`src/rtl/axi4_lite_pkg.sv`:
```
// Shared types and constants for the AXI4-Lite master bridge.
//   axil_state_e : transaction FSM states
//   OKAY/EXOKAY/SLVERR/DECERR : AXI response codes
//   is_active()  : true while the bus is owned by an in-flight transaction
package axi4_lite_pkg;

  typedef enum logic [2:0] {
    IDLE    = 3'd0,
    WR_REQ  = 3'd1,
    WR_RESP = 3'd2,
    RD_REQ  = 3'd3,
    RD_RESP = 3'd4,
    RSP     = 3'd5
  } axil_state_e;

  localparam logic [1:0] OKAY   = 2'b00;
  localparam logic [1:0] EXOKAY = 2'b01;
  localparam logic [1:0] SLVERR = 2'b10;
  localparam logic [1:0] DECERR = 2'b11;

  // States in which the watchdog accumulates cycles.
  function automatic logic is_active(input axil_state_e s);
    return (s == WR_REQ) || (s == WR_RESP) || (s == RD_REQ) || (s == RD_RESP);
  endfunction

endpackage

```
`src/rtl/axi4_lite_watchdog.sv`:
```
// Cycle watchdog for the AXI4-Lite master bridge.
//   clk, rst_n  : clock, asynchronous active-low reset
//   active_i    : high while a transaction occupies the bus; low clears the count
//   expired_o   : registered, high during the LIMIT-th consecutive active cycle
module axi4_lite_watchdog #(
  parameter int unsigned LIMIT = 256
) (
  input  logic clk,
  input  logic rst_n,
  input  logic active_i,
  output logic expired_o
);

  localparam int unsigned CNT_W = $clog2(LIMIT + 1);

  logic [CNT_W-1:0] cnt_q, cnt_d;
  logic             expired_q, expired_d;

  // Count active cycles; expiry is flagged one cycle ahead so the output is a flop.
  always_comb begin
    cnt_d     = '0;
    expired_d = 1'b0;
    if (active_i) begin
      cnt_d     = cnt_q + CNT_W'(1);
      expired_d = (cnt_d == CNT_W'(LIMIT - 1));
    end
  end

  always_ff @(posedge clk or negedge rst_n) begin
    if (!rst_n) begin
      cnt_q     <= '0;
      expired_q <= 1'b0;
    end else begin
      cnt_q     <= cnt_d;
      expired_q <= expired_d;
    end
  end

  assign expired_o = expired_q;

endmodule

```
`src/rtl/axi4_lite_master_bridge.sv`:
```
// AXI4-Lite master bridge: turns one command (valid/ready) into a single
// AXI4-Lite read or write and returns the outcome on a response port.
// One transaction in flight; every output is driven straight from a flop.
//   aclk, aresetn           : clock, asynchronous active-low reset
//   cmd_*                   : command in (write flag, addr, wdata, wstrb, prot)
//   rsp_*                   : response out (write flag, rdata, resp)
//   aw*/w*/b*/ar*/r*        : AXI4-Lite master channels
// Build option AXIL_TIMEOUT_EN: adds a TIMEOUT_CYC watchdog; on expiry the
// bridge reports SLVERR and later swallows the one stale B/R beat.
module axi4_lite_master_bridge
  import axi4_lite_pkg::*;
#(
  parameter int unsigned ADDR_W      = 32,
  parameter int unsigned DATA_W      = 32,
  parameter int unsigned TIMEOUT_CYC = 256
) (
  input  logic                aclk,
  input  logic                aresetn,
  input  logic                cmd_valid,
  output logic                cmd_ready,
  input  logic                cmd_write,
  input  logic [ADDR_W-1:0]   cmd_addr,
  input  logic [DATA_W-1:0]   cmd_wdata,
  input  logic [DATA_W/8-1:0] cmd_wstrb,
  input  logic [2:0]          cmd_prot,
  output logic                rsp_valid,
  input  logic                rsp_ready,
  output logic                rsp_write,
  output logic [DATA_W-1:0]   rsp_rdata,
  output logic [1:0]          rsp_resp,
  output logic [ADDR_W-1:0]   awaddr,
  output logic [2:0]          awprot,
  output logic                awvalid,
  input  logic                awready,
  output logic [DATA_W-1:0]   wdata,
  output logic [DATA_W/8-1:0] wstrb,
  output logic                wvalid,
  input  logic                wready,
  input  logic [1:0]          bresp,
  input  logic                bvalid,
  output logic                bready,
  output logic [ADDR_W-1:0]   araddr,
  output logic [2:0]          arprot,
  output logic                arvalid,
  input  logic                arready,
  input  logic [DATA_W-1:0]   rdata,
  input  logic [1:0]          rresp,
  input  logic                rvalid,
  output logic                rready
);

  localparam int unsigned STRB_W = DATA_W / 8;

  axil_state_e       state_q, state_d;
  logic [ADDR_W-1:0] addr_q, addr_d;
  logic [DATA_W-1:0] wdata_q, wdata_d;
  logic [STRB_W-1:0] wstrb_q, wstrb_d;
  logic [2:0]        prot_q, prot_d;
  logic              awvalid_q, awvalid_d;
  logic              wvalid_q, wvalid_d;
  logic              arvalid_q, arvalid_d;
  logic              bready_q, bready_d;
  logic              rready_q, rready_d;
  logic              cmd_ready_q, cmd_ready_d;
  logic              rsp_valid_q, rsp_valid_d;
  logic              rsp_write_q, rsp_write_d;
  logic [DATA_W-1:0] rsp_rdata_q, rsp_rdata_d;
  logic [1:0]        rsp_resp_q, rsp_resp_d;
  // Set after a timeout: one late B or R beat is still owed by the slave.
  logic              drain_q, drain_d;

`ifdef AXIL_TIMEOUT_EN
  logic wdog_active;
  logic wdog_expired;

  assign wdog_active = is_active(state_q);

  axi4_lite_watchdog #(
    .LIMIT (TIMEOUT_CYC)
  ) u_wdog (
    .clk       (aclk),
    .rst_n     (aresetn),
    .active_i  (wdog_active),
    .expired_o (wdog_expired)
  );
`else
  localparam int unsigned UNUSED_TIMEOUT_CYC = TIMEOUT_CYC;
`endif

  // Next-state and registered-output logic.
  always_comb begin
    state_d     = state_q;
    addr_d      = addr_q;
    wdata_d     = wdata_q;
    wstrb_d     = wstrb_q;
    prot_d      = prot_q;
    awvalid_d   = awvalid_q;
    wvalid_d    = wvalid_q;
    arvalid_d   = arvalid_q;
    bready_d    = bready_q;
    rready_d    = rready_q;
    rsp_valid_d = rsp_valid_q;
    rsp_write_d = rsp_write_q;
    rsp_rdata_d = rsp_rdata_q;
    rsp_resp_d  = rsp_resp_q;
    drain_d     = drain_q;

    case (state_q)
      IDLE: begin
        if (drain_q) begin
          // Absorb and discard the stale beat, then reopen the command port.
          if ((bvalid && bready_q) || (rvalid && rready_q)) begin
            drain_d  = 1'b0;
            bready_d = 1'b0;
            rready_d = 1'b0;
          end
        end else if (cmd_valid && cmd_ready_q) begin
          addr_d    = cmd_addr;
          wdata_d   = cmd_wdata;
          wstrb_d   = cmd_wstrb;
          prot_d    = cmd_prot;
          awvalid_d = cmd_write;
          wvalid_d  = cmd_write;
          arvalid_d = !cmd_write;
          state_d   = cmd_write ? WR_REQ : RD_REQ;
        end
      end

      WR_REQ: begin
        // AW and W retire independently, in either order.
        if (awvalid_q && awready) awvalid_d = 1'b0;
        if (wvalid_q && wready)   wvalid_d  = 1'b0;
        if (!awvalid_d && !wvalid_d) begin
          bready_d = 1'b1;
          state_d  = WR_RESP;
        end
      end

      WR_RESP: begin
        if (bvalid && bready_q) begin
          bready_d    = 1'b0;
          rsp_valid_d = 1'b1;
          rsp_write_d = 1'b1;
          rsp_resp_d  = bresp;
          rsp_rdata_d = '0;
          state_d     = RSP;
        end
      end

      RD_REQ: begin
        if (arvalid_q && arready) begin
          arvalid_d = 1'b0;
          rready_d  = 1'b1;
          state_d   = RD_RESP;
        end
      end

      RD_RESP: begin
        if (rvalid && rready_q) begin
          rready_d    = 1'b0;
          rsp_valid_d = 1'b1;
          rsp_write_d = 1'b0;
          rsp_resp_d  = rresp;
          rsp_rdata_d = rdata;
          state_d     = RSP;
        end
      end

      RSP: begin
        if (rsp_ready) begin
          rsp_valid_d = 1'b0;
          state_d     = IDLE;
          if (drain_q) begin
            bready_d = 1'b1;
            rready_d = 1'b1;
          end
        end
      end

      default: state_d = IDLE;
    endcase

`ifdef AXIL_TIMEOUT_EN
    // A genuine completion in the expiry cycle wins over the timeout.
    if (wdog_expired && is_active(state_q) && (state_d != RSP)) begin
      awvalid_d   = 1'b0;
      wvalid_d    = 1'b0;
      arvalid_d   = 1'b0;
      bready_d    = 1'b0;
      rready_d    = 1'b0;
      rsp_valid_d = 1'b1;
      rsp_write_d = (state_q == WR_REQ) || (state_q == WR_RESP);
      rsp_resp_d  = SLVERR;
      rsp_rdata_d = '0;
      drain_d     = 1'b1;
      state_d     = RSP;
    end
`endif

    cmd_ready_d = (state_d == IDLE) && !drain_d;
  end

  always_ff @(posedge aclk or negedge aresetn) begin
    if (!aresetn) begin
      state_q     <= IDLE;
      addr_q      <= '0;
      wdata_q     <= '0;
      wstrb_q     <= '0;
      prot_q      <= '0;
      awvalid_q   <= 1'b0;
      wvalid_q    <= 1'b0;
      arvalid_q   <= 1'b0;
      bready_q    <= 1'b0;
      rready_q    <= 1'b0;
      cmd_ready_q <= 1'b0;
      rsp_valid_q <= 1'b0;
      rsp_write_q <= 1'b0;
      rsp_rdata_q <= '0;
      rsp_resp_q  <= '0;
      drain_q     <= 1'b0;
    end else begin
      state_q     <= state_d;
      addr_q      <= addr_d;
      wdata_q     <= wdata_d;
      wstrb_q     <= wstrb_d;
      prot_q      <= prot_d;
      awvalid_q   <= awvalid_d;
      wvalid_q    <= wvalid_d;
      arvalid_q   <= arvalid_d;
      bready_q    <= bready_d;
      rready_q    <= rready_d;
      cmd_ready_q <= cmd_ready_d;
      rsp_valid_q <= rsp_valid_d;
      rsp_write_q <= rsp_write_d;
      rsp_rdata_q <= rsp_rdata_d;
      rsp_resp_q  <= rsp_resp_d;
      drain_q     <= drain_d;
    end
  end

  // Address/prot are shared by AW and AR; only one of the two is ever valid.
  assign cmd_ready = cmd_ready_q;
  assign awaddr    = addr_q;
  assign awprot    = prot_q;
  assign awvalid   = awvalid_q;
  assign wdata     = wdata_q;
  assign wstrb     = wstrb_q;
  assign wvalid    = wvalid_q;
  assign bready    = bready_q;
  assign araddr    = addr_q;
  assign arprot    = prot_q;
  assign arvalid   = arvalid_q;
  assign rready    = rready_q;
  assign rsp_valid = rsp_valid_q;
  assign rsp_write = rsp_write_q;
  assign rsp_rdata = rsp_rdata_q;
  assign rsp_resp  = rsp_resp_q;

endmodule

```
`config.mk`:
```
export PLATFORM = sky130hd
export DESIGN_NAME = axi4_lite_master_bridge
export DESIGN_NICKNAME = d
export VERILOG_FILES = /design/src/rtl/axi4_lite_pkg.sv /design/src/rtl/axi4_lite_watchdog.sv /design/src/rtl/axi4_lite_master_bridge.sv
export SDC_FILE = /design/constraint.sdc
export NUM_CORES = 1
export LEC_CHECK = 0
export BUFFER_PORTS_ARGS = -buffer_cell sky130_fd_sc_hd__buf_2
export CAP_MARGIN = 10
export CORE_MARGIN = 10
export CORE_UTILIZATION = 35
export CTS_BUF_LIST = sky130_fd_sc_hd__clkbuf_4 sky130_fd_sc_hd__clkbuf_8 sky130_fd_sc_hd__clkbuf_16
export DETAILED_ROUTE_END_ITERATION = 10
export GPL_TIMING_DRIVEN = 0
export SLEW_MARGIN = 20
export SYNTH_ARGS = -nofsm -noshare
export SYNTH_HDL_FRONTEND = slang
export SYNTH_SLANG_ARGS = --single-unit
```
`constraint.sdc`:
```
create_clock -name aclk -period 2.05 [get_ports aclk]
set_input_delay 0.1025 -clock aclk [delete_from_list [all_inputs] [get_ports aclk]]
set_output_delay 0.1025 -clock aclk [all_outputs]
set_load 0.05 [all_outputs]
```
==> metrics, run 1 <==
num rows=44; ys async rst share=100%; required time of the critical path=2320 ps; #FFs+latches synth=117; 1st-pass router iterations=4; Hold-fix buffers, CTS=106; sequential-to-total area share from yosys stat=55.2%; worst hold path class=primary input to register; vias per cell=4.64; setup repair after global routing missed its margin=no; Final WS setup=just over 400 ps; top-count cell post-synth=dfrtp_1; final setup violation count=0; Final #Nets=929; worst slack at placement=393 ps; max capacitance violation total=0; total CTS buffers=17; clk sink count=117; pwr dens=1940 nW/um^2; Starting DRT DRC Count=183; filler cell count=1,183; Vias=4,677; DRC viols=0; post-layout minimum cycle time=between 1500 and 2000 ps; Core Area=14,700 um^2; Worst IR Drop VDD=0.000830 V; depth of the CTS H-tree=4; vias in the first global route=roughly 5,100; Die H=143 um; CTS-repair resized insts=0; Port-buffer cells=approximately 260; GRT Total Usage=16.8%; grt ovf=0; Setup Crit Path Kind=register to register; Max Freq=609 MHz; fin util=58.3%; first-pass GRT wire length=approximately 27 mm; Arr. time, crit path=1910 ps; Synth Flop Type=dfrtp_1; Post-synth EDFFs=0; Worst-Skew Late Latency=about 410 ps; Leak=4.47 nW; Starting Density=between 30 and 40%; Hold Slack=6.38 ps; ANT nets after route=0; Area contributors post-synth=dfrtp_1, mux2_4, buf_4; Yosys top cell by area=dfrtp_1; pin count of the biggest net entering global routing=a little over 70; DP Area=6890 um^2; initial antenna violation count=0; TNS Setup=0 ps; crit path capture type=register; Non-Filler Instances=1,009; Slew Limit Fails=0; Synth top cells by count=dfrtp_1, nand2_1, mux2_4; # diodes=0; CP Launch Type=register; Wirelength per Cell=17.7 um; final hold violation count=0; DPL Wire Length=12.9 mm; post-synth top area share=55.2%; clock tree buffer depth=2; layout cells sized above 1=52.0%; Max-slew headroom=69.1%; die width=143 um; outcome=finished, final reports clean; worst-margin pin slew=463 ps; Fin Clk Skew=6.10 ps; Ports=265; synthesized area=about 5300 um^2; worst-path fanout max=10; Worst-path clk slew=about 60 ps; root buffer cell=clkbuf_16; Avg Inst Size Synth=12.6 um^2; CTS tree=done; Synth cell types=40; final instance area=around 8600 um^2; Syn Inst Count=between 400 and 500; final WL=~18 mm; Routability Congestion=0.827; DIE AREA=20,500 um^2; Layout Area Growth over Synthesis=61.5%; Placed Instances=871; Syn. warnings=0; Mapped Nets=about 540; Tcrit/Tclk final=80.0%; total power=16.6 mW; setup repair bufs after CTS=0
## placed cells by master, fill, tap and decap left out, types with 4 or more instances in the layout
cell | Yosys | routed
o21ai_0 | 30 | 30
buf_4 | 38 | 38
mux2_2 | 12 | 12
nand2_1 | 76 | 76
mux2_4 | 59 | 59
nor2_1 | 5 | 5
clkbuf_16 | 0 | 17
buf_6 | 10 | 11
dlygate4sd3_1 | 0 | 106
a21oi_1 | 6 | 6
o21ai_1 | 11 | 11
buf_2 | 9 | 272
nand2b_1 | 5 | 5
clkinv_4 | 0 | 4
dfrtp_1 | 117 | 117
## power by group
part           switching [mW]  internal [mW]  total (mW)
Combinational            6.59           3.00        9.59
Sequential              0.667           3.30        3.97
Clock                    1.09           1.96        3.04
## worst paths after layout
check / end / from / depth (start not counted) / slack [ps]
min: rsp_resp[0] / rresp[0] / 3 / 6
max: rsp_rdata[22] / state_q[2] / 5 / 410
min reg2reg: rsp_rdata[19] / rsp_rdata[19] / 2 / 470
max in group asynchronous: rsp_rdata[0] / aresetn / 3 / 1160
max reg2reg: rsp_rdata[22] / state_q[2] / 5 / 410
min in group asynchronous: wdata[4] / aresetn / 2 / 190
## kinds of logic after synthesis
| group | share of synthesized area, % |
|---|---|
| flip-flops | 55.2 |
| AND/OR/NAND/NOR | 9.17 |
| multiplexers | 19.8 |
| AO/OA/AOI/OAI | 7.26 |
| buffers and inverters | 8.56 |
## registers in the layout, indices dropped and copies added, names as in the netlist, 2 cells and up
signal	count
araddr	32
arprot	3
wstrb	4
rsp_resp	2
wdata	32
rsp_rdata	32
state_q	3
## metal layers
| layer | part of all wire, % | global-route usage [%] |
|---|---|---|
| met1 | 37 | 18.2 |
| met4 | 1.9 | 6.51 |
| met2 | 52 | 29.7 |
| met5 | 0 | 0 |
| met3 | 9.1 | 5.70 |
## layout make-up
cell class                 count  area (um^2)  area share (%)
buffer                        59          450            5.26
clock buffer                  18          439            5.13
clock inverter                14          178            2.07
inverter                       1         3.75          0.0438
multi-input combinational    245         1920            22.4
sequential                   117         2930            34.2
tap                          184          230            2.69
timing repair buffer         371         2420            28.2
## critical path, stage by stage, from the launching register on
cell and delay [ps]:
dfrtp_1 350, buf_4 160, and4b_1 210, o21ai_2 240
clkbuf_1 360, o21ai_0 170
Note: power is estimated with default switching activity, not from simulation.
==> inputs of run 2 (changes only) <==
--- a/config.mk
+++ b/config.mk
@@ -5,6 +5,7 @@
 export SDC_FILE = /design/constraint.sdc
 export NUM_CORES = 1
 export LEC_CHECK = 0
+export ABC_AREA = 1
 export BUFFER_PORTS_ARGS = -buffer_cell sky130_fd_sc_hd__buf_2
 export CAP_MARGIN = 10
 export CORE_MARGIN = 10
@@ -12,6 +13,7 @@
 export CTS_BUF_LIST = sky130_fd_sc_hd__clkbuf_4 sky130_fd_sc_hd__clkbuf_8 sky130_fd_sc_hd__clkbuf_16
 export DETAILED_ROUTE_END_ITERATION = 10
 export GPL_TIMING_DRIVEN = 0
+export PLACE_DENSITY = 0.67
 export SLEW_MARGIN = 20
 export SYNTH_ARGS = -nofsm -noshare
 export SYNTH_HDL_FRONTEND = slang
==> constraint.sdc (replaced) <==
create_clock -name aclk -period 1.4 [get_ports aclk]
set_input_delay 0.07 -clock aclk [delete_from_list [all_inputs] [get_ports aclk]]
set_output_delay 0.07 -clock aclk [all_outputs]
set_load 0.05 [all_outputs]
==> run 2 against run 1 <==
Effect of this change: the flow now finishes with violations (negative setup slack); global-route usage increased by 1.0 points; clock-buffer cell count increased by 3; register-to-register slack got worse by 510 ps; utilization increased by 1.4 points; first-iteration DRC count decreased by 6.6%; synthesized area decreased by 3.2%; routed wire length increased by 2.3%; non-clock buffer count increased by 14; combinational power increased by 35%.
==> metrics, run 2 <==
outcome=finished with violations; violated checks=negative setup slack; Leak=4.91 nW (+9.9%); Avg Inst Size Synth=8.38 um^2 (-33%); final setup violation count=107 (+107); vias in the first global route=5,551 (+9.3%); DIE AREA=19,900 um^2 (-2.8%); #FFs+latches synth=117 (unchanged); depth of the CTS H-tree=4 (unchanged); most common cell after layout, fill and taps aside=nand2_1; grt ovf=0 (unchanged); Max-slew headroom=63.6% (-5.5 points); Vias=5,353 (+14%); pin count of the biggest net entering global routing=63 (-11%); Layout Area Growth over Synthesis=68.2%; total CTS buffers=17 (unchanged); num rows=44 (unchanged); Setup Crit Path Kind=register to register; Core Area=14,500 um^2 (-1.5%); synthesized area=5130 um^2 (-3.2%); Post-synth EDFFs=0 (unchanged); vias per cell=4.42 (-4.7%); CTS tree=done; crit path capture type=register; Tcrit/Tclk final=107% (+27 points); worst-margin pin slew=546 ps (+82.4 ps); worst-path fanout max=7 (-3); Area contributors post-synth=dfrtp_1, nand2_1, buf_4; CP Launch Type=register; final WL=18.2 mm (+2.3%); Final #Nets=1,132 (+22%); DP Area=6730 um^2 (-2.4%); die width=141 um (-1.4%); FF/Latch Area=2930 um^2 (+0.17%); final instance area=8640 um^2 (+0.82%); DRC viols=0 (unchanged); first-pass GRT wire length=28.8 mm (+5.0%); Ports=265 (unchanged); 1st-pass router iterations=5 (+1); Port-buffer cells=264 (unchanged); max capacitance violation total=0 (unchanged); Wirelength per Cell=15.0 um (-15%); Hold Slack=78.0 ps (+71.6 ps); post-synth top area share=57.0% (+1.8 points); Die H=141 um (-1.4%); filler cell count=1,240 (+4.8%); Starting DRT DRC Count=171 (-6.6%); Synth Flop Type=dfrtp_1; Final WS setup=-105 ps (-514 ps); Mapped Nets=730 (+35%); pwr dens=2590 nW/um^2 (+34%); Yosys top cell by area=dfrtp_1; clock tree buffer depth=2 (unchanged); Worst IR Drop VDD=0.00121 V (+46%); Slew Limit Fails=0 (unchanged); worst hold path class=primary input to register; Fin Clk Skew=11.5 ps (+5.36 ps); clk sink count=117 (unchanged); Syn. warnings=0 (unchanged); ANT nets after route=0 (unchanged); Routability Congestion=0.838 (+1.2%); DPL Wire Length=12.7 mm (-1.4%); Max Freq=665 MHz (+9.1%); Worst-path clk slew=50 ps (about the same); required time of the critical path=1690 ps (-630 ps); Starting Density=35.5% (-0.63 points); final hold violation count=0 (unchanged); GRT Total Usage=17.8% (+1.0 points); ys async rst share=100% (unchanged); post-layout minimum cycle time=1500 ps (-136 ps); Worst-Skew Late Latency=410 ps (about the same); Syn Inst Count=613 (+45%); initial antenna violation count=2 (+2); layout cells sized above 1=38.7% (-13 points); Synth cell types=19 (-53%); Multi-input gate area=1750 um^2 (-9.2%); worst slack at placement=-267 ps (-660 ps); Synth top cells by count=nand2_1, dfrtp_1, buf_4; setup repair after global routing missed its margin=yes; sequential-to-total area share from yosys stat=57.0% (+1.8 points); root buffer cell=clkbuf_16; Arr. time, crit path=1800 ps (-110 ps); commonest cells after routing, fill and taps aside=nand2_1, buf_2, dfrtp_1, dlygate4sd3_1, buf_4; top-count cell post-synth=nand2_1
[run 2: path summary, 6_finish.rpt]
kind,slack (ps),startpoint,endpoint,depth (start not counted)
min in group asynchronous,190,aresetn,rready,2
worst min register to register,460,wdata[5],wdata[5],2
worst min-delay path,80,arready,state_q[2],7
worst max-delay path,-100,state_q[1],rsp_resp[1],8
worst max register to register,-100,state_q[1],rsp_resp[1],8
max in group asynchronous,500,aresetn,araddr[27],3
[run 2: report_power, final]
part / total, mW / switching, mW / internal, mW
clock: 4.07 / 1.47 / 2.59
combinational: 12.9 / 9.33 / 3.55
sequential: 5.46 / 0.833 / 4.63
total: 22.4 / 11.6 / 10.8
[run 2: layout make-up]
class	count	area share [%]
Sequential cell	117	34.0
Timing Repair Buffer	383	29.5
Multi-Input combinational cell	414	20.2
Buffer	61	6.14
Clock buffer	21	5.56
Tap cell	184	2.67
Inverter	21	0.999
Clock inverter	9	0.913
Antenna cell	2	0.0579
[run 2: kinds of logic (layout without fill, tap and decap cells)]
| logic type | after synthesis | count (layout) | share of synthesized area [%] |
|---|---|---|---|
| AO/OA/AOI/OAI | 42 | 42 | 4.58 |
| buffers and inverters | 82 | 495 | 10.4 |
| flip-flops | 117 | 117 | 57.0 |
| other | 0 | 2 | 0 |
| AND/OR/NAND/NOR | 372 | 372 | 28.0 |
[run 2: metal layers]
metal,vias to the layer above,GRT usage (%),share of wire (%)
li1,2653,-,-
met1,2440,19.4,38
met2,228,30.0,49
met3,32,7.49,9.9
met4,0,7.28,2.5
met5,-,0,0
[run 2: through the flow]
step	instances	TNS, ps	power [mW]	util [%]
6_report	1212	-5390	22.4	59.7
5_1_grt	1212	-15310	23.7	59.7
4_1_cts	1210	-5940	22.5	59.5
3_5_place_dp	1062	-19710	17.4	46.5
3_3_place_gp	1061	-167540	17.3	46.2
2_1_floorplan	613	0	14.4	-
[run 2: timing repair]
item / CTS / global route
endpoints found under the hold margin: 163 / 0
setup buffers: 7 / 0
endpoints found under the setup margin: 113 / 116
pin swaps: 8 / 6
hold buffers: 109 / 0
gates cloned: 2 / 0
resized for setup: 49 / 7
[run 2: worst max-delay path: stages (launching register included)]
cell and delay, ps:
dfrtp_2 460, nor2_4 230, nand3_2 160, nand3_4 150, buf_6 140, buf_6 110, inv_2 30, nand2_1 60
nand2_1 50
